--- config.mk ---
export PLATFORM = sky130hd
export DESIGN_NAME = poly_horner_mac
export DESIGN_NICKNAME = d
export VERILOG_FILES = /design/src/rtl/poly_pkg.sv /design/src/rtl/poly_mac_step.sv /design/src/rtl/poly_horner_mac.sv
export SDC_FILE = /design/constraint.sdc
export NUM_CORES = 1
export LEC_CHECK = 0
export CORE_MARGIN = 3
export CORE_UTILIZATION = 25
export DETAILED_ROUTE_END_ITERATION = 10
export SETUP_SLACK_MARGIN = 0.4
export SYNTH_ARGS = -nofsm -noshare
export SYNTH_HDL_FRONTEND = slang
export SYNTH_SLANG_ARGS = --single-unit
--- constraint.sdc ---
create_clock -name clk -period 14.2 [get_ports clk]
set_input_delay 2.13 -clock clk [delete_from_list [all_inputs] [get_ports clk]]
set_output_delay 2.13 -clock clk [all_outputs]
set_load 0.02 [all_outputs]
--- src/rtl/poly_pkg.sv ---
// Shared types and sizing helpers for the Horner polynomial evaluator.
package poly_pkg;

   typedef enum logic [1:0] {
      IDLE,
      RUN,
      DONE
   } state_t;

   // Width of an index that can address coefficients 0..degree.
   function automatic int deg_w(input int degree);
      return (degree < 1) ? 1 : $clog2(degree + 1);
   endfunction

endpackage

--- src/rtl/poly_mac_step.sv ---
// One Horner step: next_acc = acc * x + c, with overflow detection.
// Build option POLY_SAT_EN: an overflowing step clamps to all-ones instead of wrapping.
module poly_mac_step #(
   parameter int DATA_W = 8,
   parameter int ACC_W  = 16
) (
   input  logic [ACC_W-1:0]  acc,
   input  logic [DATA_W-1:0] x,
   input  logic [DATA_W-1:0] c,
   output logic [ACC_W-1:0]  next_acc,
   output logic              step_ovf
);

   localparam int SUM_W = ACC_W + DATA_W + 1;

   logic [SUM_W-1:0] sum;

   // Full-width multiply-add; any bit above the accumulator width is an overflow.
   always_comb begin
      sum      = SUM_W'(acc) * SUM_W'(x) + SUM_W'(c);
      step_ovf = |sum[SUM_W-1:ACC_W];
`ifdef POLY_SAT_EN
      next_acc = step_ovf ? {ACC_W{1'b1}} : sum[ACC_W-1:0];
`else
      next_acc = sum[ACC_W-1:0];
`endif
   end

endmodule

--- src/rtl/poly_horner_mac.sv ---
// Unsigned polynomial evaluator using Horner's rule, one MAC step per cycle.
// Coefficient register file is writable only while idle.
// Build option POLY_SAT_EN selects saturating accumulation (see poly_mac_step).
//
// state | meaning
// IDLE  | ready for a request; coefficient writes applied here
// RUN   | one Horner step per cycle, idx counts down to 0
// DONE  | result valid, held until the consumer accepts it
module poly_horner_mac
   import poly_pkg::*;
#(
   parameter  int DATA_W = 8,
   parameter  int ACC_W  = 16,
   parameter  int DEGREE = 4,
   localparam int DEG_W  = deg_w(DEGREE)
) (
   input  logic              clk,
   input  logic              reset,
   input  logic              coef_we,
   input  logic [DEG_W-1:0]  coef_addr,
   input  logic [DATA_W-1:0] coef_data,
   input  logic              in_valid,
   output logic              in_ready,
   input  logic [DATA_W-1:0] in_x,
   input  logic [DEG_W-1:0]  in_deg,
   output logic              out_valid,
   input  logic              out_ready,
   output logic [ACC_W-1:0]  result,
   output logic              overflow
);

   localparam logic [DEG_W-1:0] DEG_MAX = DEG_W'(DEGREE);

   state_t            state_q, state_d;
   logic [ACC_W-1:0]  acc_q, acc_d;
   logic [DATA_W-1:0] x_q, x_d;
   logic [DEG_W-1:0]  idx_q, idx_d;
   logic              ovf_q, ovf_d;
   logic [DATA_W-1:0] coef_q [DEGREE+1];
   logic [DATA_W-1:0] coef_d [DEGREE+1];

   logic [DEG_W-1:0]  req_deg;
   logic [DEG_W-1:0]  idx_m1;
   logic [ACC_W-1:0]  step_acc;
   logic              step_ovf;

   assign req_deg   = (in_deg > DEG_MAX) ? DEG_MAX : in_deg;
   assign idx_m1    = idx_q - DEG_W'(1);
   assign in_ready  = (state_q == IDLE);
   assign out_valid = (state_q == DONE);
   assign result    = acc_q;
   assign overflow  = ovf_q;

   poly_mac_step #(
      .DATA_W (DATA_W),
      .ACC_W  (ACC_W)
   ) u_step (
      .acc      (acc_q),
      .x        (x_q),
      .c        (coef_q[idx_m1]),
      .next_acc (step_acc),
      .step_ovf (step_ovf)
   );

   // Next-state logic: request accept, Horner iteration, result handoff, coefficient writes.
   always_comb begin
      state_d = state_q;
      acc_d   = acc_q;
      x_d     = x_q;
      idx_d   = idx_q;
      ovf_d   = ovf_q;
      coef_d  = coef_q;
      case (state_q)
         IDLE: begin
            // The accept below reads coef_q, so a same-cycle write is not seen by it.
            if (coef_we && (coef_addr <= DEG_MAX)) begin
               coef_d[coef_addr] = coef_data;
            end
            if (in_valid) begin
               x_d     = in_x;
               idx_d   = req_deg;
               acc_d   = coef_q[req_deg];
               ovf_d   = 1'b0;
               state_d = (req_deg == '0) ? DONE : RUN;
            end
         end
         RUN: begin
            acc_d = step_acc;
            ovf_d = ovf_q | step_ovf;
            idx_d = idx_m1;
            if (idx_m1 == '0) begin
               state_d = DONE;
            end
         end
         DONE: begin
            if (out_ready) begin
               state_d = IDLE;
            end
         end
         default: state_d = IDLE;
      endcase
   end

   // State, datapath and coefficient registers; reset aborts any run in progress.
   always_ff @(posedge clk or posedge reset) begin
      if (reset) begin
         state_q <= IDLE;
         acc_q   <= '0;
         x_q     <= '0;
         idx_q   <= '0;
         ovf_q   <= 1'b0;
         for (int i = 0; i <= DEGREE; i++) begin
            coef_q[i] <= '0;
         end
      end else begin
         state_q <= state_d;
         acc_q   <= acc_d;
         x_q     <= x_d;
         idx_q   <= idx_d;
         ovf_q   <= ovf_d;
         coef_q  <= coef_d;
      end
   end

endmodule
After elaboration in Yosys (flattened, before gate mapping)
Index checks and enable logic that the tools add are counted.
{"block": "totals", "reg_bits": 70, "in_bits": 27, "output_inout_bits": 19}
{"block": "op_classes", "addsub": 2, "multipliers": 1, "order_cmp": 6, "eq_ne": 5, "mux": 21, "bitwise": 4, "n_reduce_logical": 11}
{"cell": "binary-select mux 8 bit (select 3 bit)", "count": 2}
{"cell": "bitwise mux 40 bit", "count": 1}
{"cell": "two-way mux 8 bit", "count": 5}
{"cell": "one-hot mux 16 bit (2 select lines)", "count": 1}
{"cell": "adder 24 x 8 -> 25 bit", "count": 1}
{"cell": "demux 8 bit (select 3 bit)", "count": 1}
{"cell": "multiplier 16 x 8 -> 24 bit", "count": 1}
{"cell": "two-way mux 16 bit", "count": 1}
{"cell": "greater-or-equal comparator 4 bit, second input constant", "count": 3}
{"cell": "NOT 3 -> 4 bit", "count": 3}
{"cell": "OR reduction 9 bit", "count": 1}
{"cell": "two-way mux 2 bit", "count": 4}
{"cell": "zero test 3 bit", "count": 2}
{"cell": "two-way mux 3 bit", "count": 2}
{"cell": "one-hot mux 2 bit (3 select lines)", "count": 1}
{"cell": "one-hot mux 3 bit (2 select lines)", "count": 1}
{"cell": "AND reduction 2 bit", "count": 3}
{"cell": "< comparator 4 x 1 -> 1 bit, second input constant", "count": 1}
{"cell": "inequality test 2 bit, second input constant", "count": 2}
{"cell": "greater-than comparator 3 bit, second input constant", "count": 1}
{"cell": "<= comparator 3 bit, second input constant", "count": 1}
{"cell": "AND reduction 3 bit", "count": 1}
{"cell": "subtractor 3 x 1 -> 3 bit, second input constant", "count": 1}
{"cell": "equality test 2 x 1 -> 1 bit, second input constant", "count": 1}
{"cell": "8 further kinds", "count": 9}

Longest topological paths before layout
Gate-level depths: netlist of the first run.
{"block": "logic_depth", "word_depth": 9, "depth_mapped": 23, "depth_no_buf": 23}

Hierarchy
From an unflattened synthesis of the first run, not the netlist that was laid out.
{"block": "hier_totals", "cells_unflattened": 859, "area_unflattened_um2": 8254.2}
{"mod": "poly_mac_step", "n_inst": 1, "cells_per_inst": 554, "area_per_inst_um2": 4621.9}
{"mod": "poly_horner_mac", "n_inst": 1, "cells_per_inst": 305, "area_per_inst_um2": 3632.2}

Worst setup path after synthesis of the first run
Ideal clock, no wire load.
{"block": "synth_timing", "kind": "flip-flop to flip-flop", "from": "reg idx_q[0]", "to": "reg ovf_q, in the netlist overflow", "setup_time_ps": 143, "t_arrival_ps": 5713, "setup_slack_ps": 8343, "path_stages_with_launch": 21, "n_path_buf": 1, "period_less_slack_ps": 5857, "path_cell_list": "dfrtp_1 inv_1 ha_1 xor2_2 clkbuf_1 mux2i_1 o21ai_0 a21oi_1 fa_1 inv_1 fa_1 fa_1 fa_1 ha_1 a21o_1 a221o_1 a31o_1 a31oi_1 o211ai_1 nor4_1 a41oi_1"}
{"block": "synth_between", "elab_chain_cells": 9}
{"item": "start: declaration", "line_no": "poly_horner_mac.sv:37", "source": "logic [DEG_W-1:0] idx_q, idx_d;"}
{"item": "start signal: assignment", "line_no": "poly_horner_mac.sv:119", "source": "idx_q <= idx_d;"}
{"item": "subtractor 3 x 1 -> 3 bit", "line_no": "poly_horner_mac.sv:48", "source": "assign idx_m1 = idx_q - DEG_W'(1);"}
{"item": "NOT 3 -> 4 bit (implied by the code)", "line_no": "poly_horner_mac.sv:60", "source": ".c (coef_q[idx_m1]),"}
{"item": "binary-select mux 8 bit (select 3 bit)", "line_no": "poly_horner_mac.sv:60"}
{"item": "two-way mux 8 bit (implied by the code) (2 in a row)", "line_no": "poly_horner_mac.sv:60"}
{"item": "adder 24 x 8 -> 25 bit", "line_no": "poly_mac_step.sv:20", "source": "sum = SUM_W'(acc) * SUM_W'(x) + SUM_W'(c);"}
{"item": "OR reduction 9 bit", "line_no": "poly_mac_step.sv:21", "source": "step_ovf = |sum[SUM_W-1:ACC_W];"}
{"item": "bitwise OR 1 bit", "line_no": "poly_horner_mac.sv:89", "source": "ovf_d = ovf_q | step_ovf;"}
{"item": "one-hot mux 1 bit (2 select lines)", "line_no": "poly_horner_mac.sv:73", "source": "case (state_q)"}
{"item": "end signal: assignment", "line_no": "poly_horner_mac.sv:120", "source": "ovf_q <= ovf_d;"}
{"item": "end: declaration", "line_no": "poly_horner_mac.sv:38", "source": "logic ovf_q, ovf_d;"}
No other way between the ends. The select of a mux whose other input is x is not followed.
A chain may end at the register's enable or synchronous reset.

Final worst setup path of the first run
Same ends and word-level chain as after synthesis.

==> impl_metrics.env, run 1 <==
export IMPL_synth_most_common_cell="inv_1"
export IMPL_avgSynthCellArea_um2=9.51
export IMPL_fin_nets=1044
export IMPL_crit_type="reg -> reg"
export IMPL_ctsResizeCount=0
export IMPL_cp_max_fo=18
export IMPL_drc=0
export IMPL_place_ws_ns=7.32
export IMPL_crit_path_end_kind="register"
export IMPL_synth_top_cell_by_area="fa_1"
export IMPL_core_um2=31000
export IMPL_ys_seq_area_share_pct=21.9
export IMPL_r2r_cells=20
export IMPL_dp_hpwl_mm=15.2
export IMPL_area_delta_synth_final_pct=14.2
export IMPL_grt_max_degree=71
export IMPL_syn_area_um2=7980
export IMPL_worst_pin_slew_ns=0.924
export IMPL_clk_pin_slew_worst_paths_ns=0.06
export IMPL_routed_top_layer="met4"
export IMPL_drtIter0Drc=276
export IMPL_finalCriticalPeriod_ns=6.93
export IMPL_synth_seq_cells=70
export IMPL_maxCapViolations=0
export IMPL_rsz0062_at_grt="no"
export IMPL_hp_class="reg -> reg"
export IMPL_wl_met2_mm=9.07
export IMPL_tns_ns=0
export IMPL_hold_violations=0
export IMPL_crit_end="overflow$_DFFE_PP0P_"
export IMPL_worst_path_max_delay_cell="xor2_2"
export IMPL_routed_wl_mm=19.5
export IMPL_synthTopCellsByCount="inv_1 (134), nand2_1 (98), fa_1 (92)"
export IMPL_cp_startpoint="idx_q[0]$_DFFE_PP0P_"
export IMPL_max_slew_margin_pct=38.4
export IMPL_fin_ws_ns=7.27
export IMPL_io_pins=46
export IMPL_setup_viol_count_final=0
export IMPL_clockBufferDepth=2
export IMPL_clock_tree_root_cell="clkbuf_16"
export IMPL_die_width_um=185
export IMPL_synth_area_top_cells="fa_1 (23%), dfrtp_1 (22%), ha_1 (9.1%), mux2_2 (6.8%), and2_1 (6.7%)"
export IMPL_post_drt_wl_per_cell_um=15.4
export IMPL_cts_inserted_buffers=9
export IMPL_synthesis_nets=1016
export IMPL_clkSinkCount=70
export IMPL_drtAntennaViolNets=0
export IMPL_fmax_mhz=144
export IMPL_fin_area_um2=9110
export IMPL_asyncSetResetFlopFracSynth_pct=100
export IMPL_outcome="complete, no violations"
export IMPL_antenna_found_initial=0
export IMPL_grt_overflow=0
export IMPL_r2r_start="idx_q[0]$_DFFE_PP0P_"
export IMPL_synth_distinct_cells=58
export IMPL_finalClockSkew_ns=0.0125
export IMPL_drive_above_1_share_pct=9.17
export IMPL_max_stage_delay_ns=0.76
export IMPL_rows=64
export IMPL_synth_edf_count=0
export IMPL_place_congestion=0.871
export IMPL_fin_crit_sh_pct=48.8
export IMPL_ys_warn_count=0
export IMPL_crit_required_ns=14.40
export IMPL_cp_start_kind="register"
export IMPL_r2r_end="overflow$_DFFE_PP0P_"
export IMPL_die_area_um2=34100
export IMPL_critical_path_arrival_ns=7.14
export IMPL_track_usage_pct=12.0
export IMPL_grt_pass1_wl_mm=32.7
export IMPL_maxSlewViolCount=0
export IMPL_clkLatencyLatePin_ns=0.35
export IMPL_postCtsSetupBuffers=0
export IMPL_drt_pre_antenna_iters=4
export IMPL_vias=5988
export IMPL_syn_inst=839
export IMPL_synth_top_area_share_pct=23.1
export IMPL_wl_met3_um=682
export IMPL_synthFlopType="dfrtp_1"
export IMPL_initial_core_util_pct=25.8
export IMPL_cp_cell_sequence="inv_1, ha_1, xor2_2, nor2_1, nand2_1, o21ai_0, a21oi_1, fa_1, inv_1, fa_1, fa_1, fa_1, ha_1, a21o_1, a221o_1, a31o_1, a31oi_1, o211ai_1, nor4_1, a41oi_1"
export IMPL_port_buffers=45
export IMPL_grt_pass1_vias=6140
export IMPL_holdBufCountCts=0
export IMPL_cts_tree="yes"
export IMPL_die_height_um=185
export IMPL_reg2reg_slack_ns=7.27
export IMPL_viasPerCell=4.72
export IMPL_place_area_um2=8810
export IMPL_cp_common_cell="fa_1"
export IMPL_wirelength_met1_mm=9.38
export IMPL_htreeDepth=3
export IMPL_n_antenna_cell=0
-- critical path, delay by kind of cell (launching register included) --
| kind | cells | cell delay [ns] |
|---|---|---|
| AO/OA/AOI/OAI | 8 | 1.65 |
| XOR/XNOR | 1 | 0.76 |
| adder cells (fa/ha/maj) | 6 | 2.54 |
| buffers and inverters | 2 | 0.36 |
| flip-flops | 1 | 0.72 |
| AND/OR/NAND/NOR | 3 | 0.74 |
-- cells in the final DEF (no fill, tap or decap), types with 18 or more instances in the layout --
cell type        count
a21oi_1             39
and2_1              85
ha_1                58
inv_1              133
dfrtp_1             70
clkdlybuf4s50_1     45
o21ai_0             32
mux2i_1             18
fa_1                92
nand2_1             98
mux2_2              48
-- metrics by stage --
stage | instances | util, % | hold WS [ns]
2_1_floorplan | 839 | - | 0.496
3_3_place_gp | 1252 | 28.4 | 0.511
4_1_cts | 1268 | 29.4 | 0.539
6_report | 1268 | 29.4 | 0.540
3_5_place_dp | 1252 | 28.4 | 0.526
5_1_grt | 1268 | 29.4 | 0.565
-- flip-flops by register name (all words and copies together), names as in the netlist --
signal	flops
coef_q	40
result	16
state_q	2
overflow	1
idx_q	3
x_q	8
-- cells by family (layout without fill, tap and decap cells) --
family          count (synthesis)  count (layout)  share of synthesized area [%]
xor+xnor                       14              14                           1.63
buf+inv                       165             198                           7.96
compound gates                125             125                           9.66
flops                          70              70                           21.9
fa+ha+maj                     150             150                           32.2
mux                            75              75                           11.4
simple gates                  240             240                           15.2
-- final cells by class --
type                       instances  area, um^2
fill                            3155       21900
multi-input combinational        604        5590
sequential                        70        1750
inverter                         135         507
tap                              396         495
timing repair buffer              47         465
clock buffer                      10         229
clock inverter                     6        70.1
-- layer usage --
layer,track usage [%],vias to the layer above
met1,16.9,3059
met5,0,-
met2,19.5,115
met3,1.74,18
met4,3.27,0
li1,-,2796
-- how the worst min path moves through the flow --
stage	cells past startpoint	start	slack [ns]	end
floorplan	1	coef_q[10]$_DFFE_PP0P_	0.50	coef_q[10]$_DFFE_PP0P_
global placement	1	coef_q[11]$_DFFE_PP0P_	0.51	coef_q[11]$_DFFE_PP0P_
detailed placement	1	coef_q[11]$_DFFE_PP0P_	0.53	coef_q[11]$_DFFE_PP0P_
CTS	1	coef_q[11]$_DFFE_PP0P_	0.54	coef_q[11]$_DFFE_PP0P_
global route	1	coef_q[11]$_DFFE_PP0P_	0.56	coef_q[11]$_DFFE_PP0P_
finish	1	coef_q[11]$_DFFE_PP0P_	0.54	coef_q[11]$_DFFE_PP0P_
Power of run 1 is not shown: default switching activity piles up to over one toggle a cycle in this logic, so the estimate is an artifact.
==> run 2: changes to the inputs <==
==> constraint.sdc (replaced) <==
create_clock -name clk -period 5.6 [get_ports clk]
set_input_delay 0.84 -clock clk [delete_from_list [all_inputs] [get_ports clk]]
set_output_delay 0.84 -clock clk [all_outputs]
set_load 0.02 [all_outputs]
==> impl_metrics.env, run 2 (synthesis gave the netlist of run 1 again) <==
export IMPL_track_usage_pct=12.2
export IMPL_cp_max_fo=8
export IMPL_grt_pass1_vias=6473
export IMPL_clk_pin_slew_worst_paths_ns=0.07
export IMPL_viasPerCell=4.75
export IMPL_drive_above_1_share_pct=13.6
export IMPL_die_height_um=185
export IMPL_worst_pin_slew_ns=1.04
export IMPL_crit_type="reg -> reg"
export IMPL_drtAntennaViolNets=0
export IMPL_rows=64
export IMPL_regMostFlops="coef_q"
export IMPL_outcome="complete, no violations"
export IMPL_place_congestion=0.885
export IMPL_final_cells=1289
export IMPL_vias=6127
export IMPL_grt_pass1_wl_mm=33.7
export IMPL_grt_max_degree=42
export IMPL_max_slew_margin_pct=30.3
export IMPL_finalClockSkew_ns=0.0135
export IMPL_maxSlewViolCount=0
export IMPL_maxCapViolations=0
export IMPL_dp_cells=1257
export IMPL_htreeDepth=3
export IMPL_initial_core_util_pct=25.8
export IMPL_fmax_mhz=187
export IMPL_hold_violations=0
export IMPL_cp_start_kind="register"
export IMPL_final_cell_mix="inv_1 (130), nand2_1 (98), fa_1 (91)"
export IMPL_crit_required_ns=5.81
export IMPL_clkLatencyLatePin_ns=0.35
export IMPL_finalCriticalPeriod_ns=5.34
export IMPL_tns_ns=0
export IMPL_n_fill_cell=3185
export IMPL_cts_inserted_buffers=9
export IMPL_port_buffers=45
export IMPL_io_pins=46
export IMPL_clock_tree_root_cell="clkbuf_16"
export IMPL_fin_nets=1064
export IMPL_drtIter0Drc=370
export IMPL_critical_path_arrival_ns=5.55
export IMPL_core_um2=31000
export IMPL_dp_hpwl_mm=15.8
export IMPL_drt_pre_antenna_iters=5
export IMPL_rsz0062_at_grt="yes"
export IMPL_setup_viol_count_final=0
export IMPL_fin_crit_sh_pct=95.4
export IMPL_largest_reg_flops=40
export IMPL_area_delta_synth_final_pct=17.6
export IMPL_die_width_um=185
export IMPL_routed_wl_mm=20.2
export IMPL_grt_overflow=0
export IMPL_drc=0
export IMPL_cts_tree="yes"
export IMPL_clockBufferDepth=2
export IMPL_hp_class="reg -> reg"
export IMPL_crit_path_end_kind="register"
export IMPL_mostFrequentLayoutCell="inv_1"
export IMPL_clkSinkCount=70
export IMPL_antenna_found_initial=0
export IMPL_post_drt_wl_per_cell_um=15.7
export IMPL_die_area_um2=34100
==> run 2: final cells by class <==
cell class	instances	area (um^2)	share of cell area, %
Antenna cell	1	2.50	0.0267
Inverter	135	507	5.40
Clock buffer	9	225	2.40
Multi-Input combinational cell	604	5720	60.9
Clock inverter	7	61.3	0.653
Timing Repair Buffer	67	627	6.68
Tap cell	396	495	5.28
Sequential cell	70	1750	18.7
==> run 2: worst paths after layout <==
check,start,end,slack [ns],cells after the start
setup / recovery,idx_q[0]$_DFFE_PP0P_,result[15]$_DFFE_PP0P_,0.26,24
hold reg to reg,coef_q[17]$_DFFE_PP0P_,coef_q[17]$_DFFE_PP0P_,0.52,1
max in group asynchronous,reset,result[4]$_DFFE_PP0P_,3.69,3
min in group asynchronous,reset,x_q[7]$_DFFE_PP0P_,0.93,2
hold / removal,coef_q[17]$_DFFE_PP0P_,coef_q[17]$_DFFE_PP0P_,0.52,1
setup reg to reg,idx_q[0]$_DFFE_PP0P_,result[15]$_DFFE_PP0P_,0.26,24
==> run 2: through the flow <==
step / hold slack [ns] / util [%] / setup WS [ns] / cell area (um^2)
after CTS: 0.531 / 30.1 / 0.170 / 9320
after global routing: 0.552 / 30.3 / -0.0315 / 9390
after global placement: 0.509 / 28.8 / 0.148 / 8930
final: 0.525 / 30.3 / 0.259 / 9390
after floorplan: 0.496 / - / 0.391 / 8070
after detailed placement: 0.514 / 28.8 / 0.0441 / 8930
==> run 2: per-layer routing <==
metal	vias up	global-route usage, %	share of wire (%)
met1	3140	16.7	48
met2	133	20.9	48
met4	0	1.92	0.69
met5	-	0	0
li1	2842	-	-
met3	12	1.80	3.8
==> run 2: worst max-delay path, cell delays in order (launching register included) <==
cell,delay (ns)
dfrtp_1,0.37
inv_2,0.06
ha_4,0.18
xor2_4,0.17
buf_4,0.16
nor2_4,0.19
nand2_1,0.10
o21ai_2,0.07
a21oi_2,0.09
fa_1,0.54
inv_1,0.05
fa_1,0.49
inv_1,0.05
fa_1,0.48
fa_1,0.49
inv_1,0.06
ha_4,0.25
and3_4,0.16
a221o_1,0.35
a31o_1,0.24
buf_4,0.15
a21o_1,0.16
a21oi_2,0.12
xor2_1,0.15
o21ai_1,0.07
==> run 2: timing repair <==
item,in CTS,in global routing
hold buffers,0,0
pin swaps,7,19
endpoints found under the setup margin,4,7
buffers inserted,11,4
gates cloned,0,0
gates resized for setup,8,12
Power of run 2 is left out for the same reason.
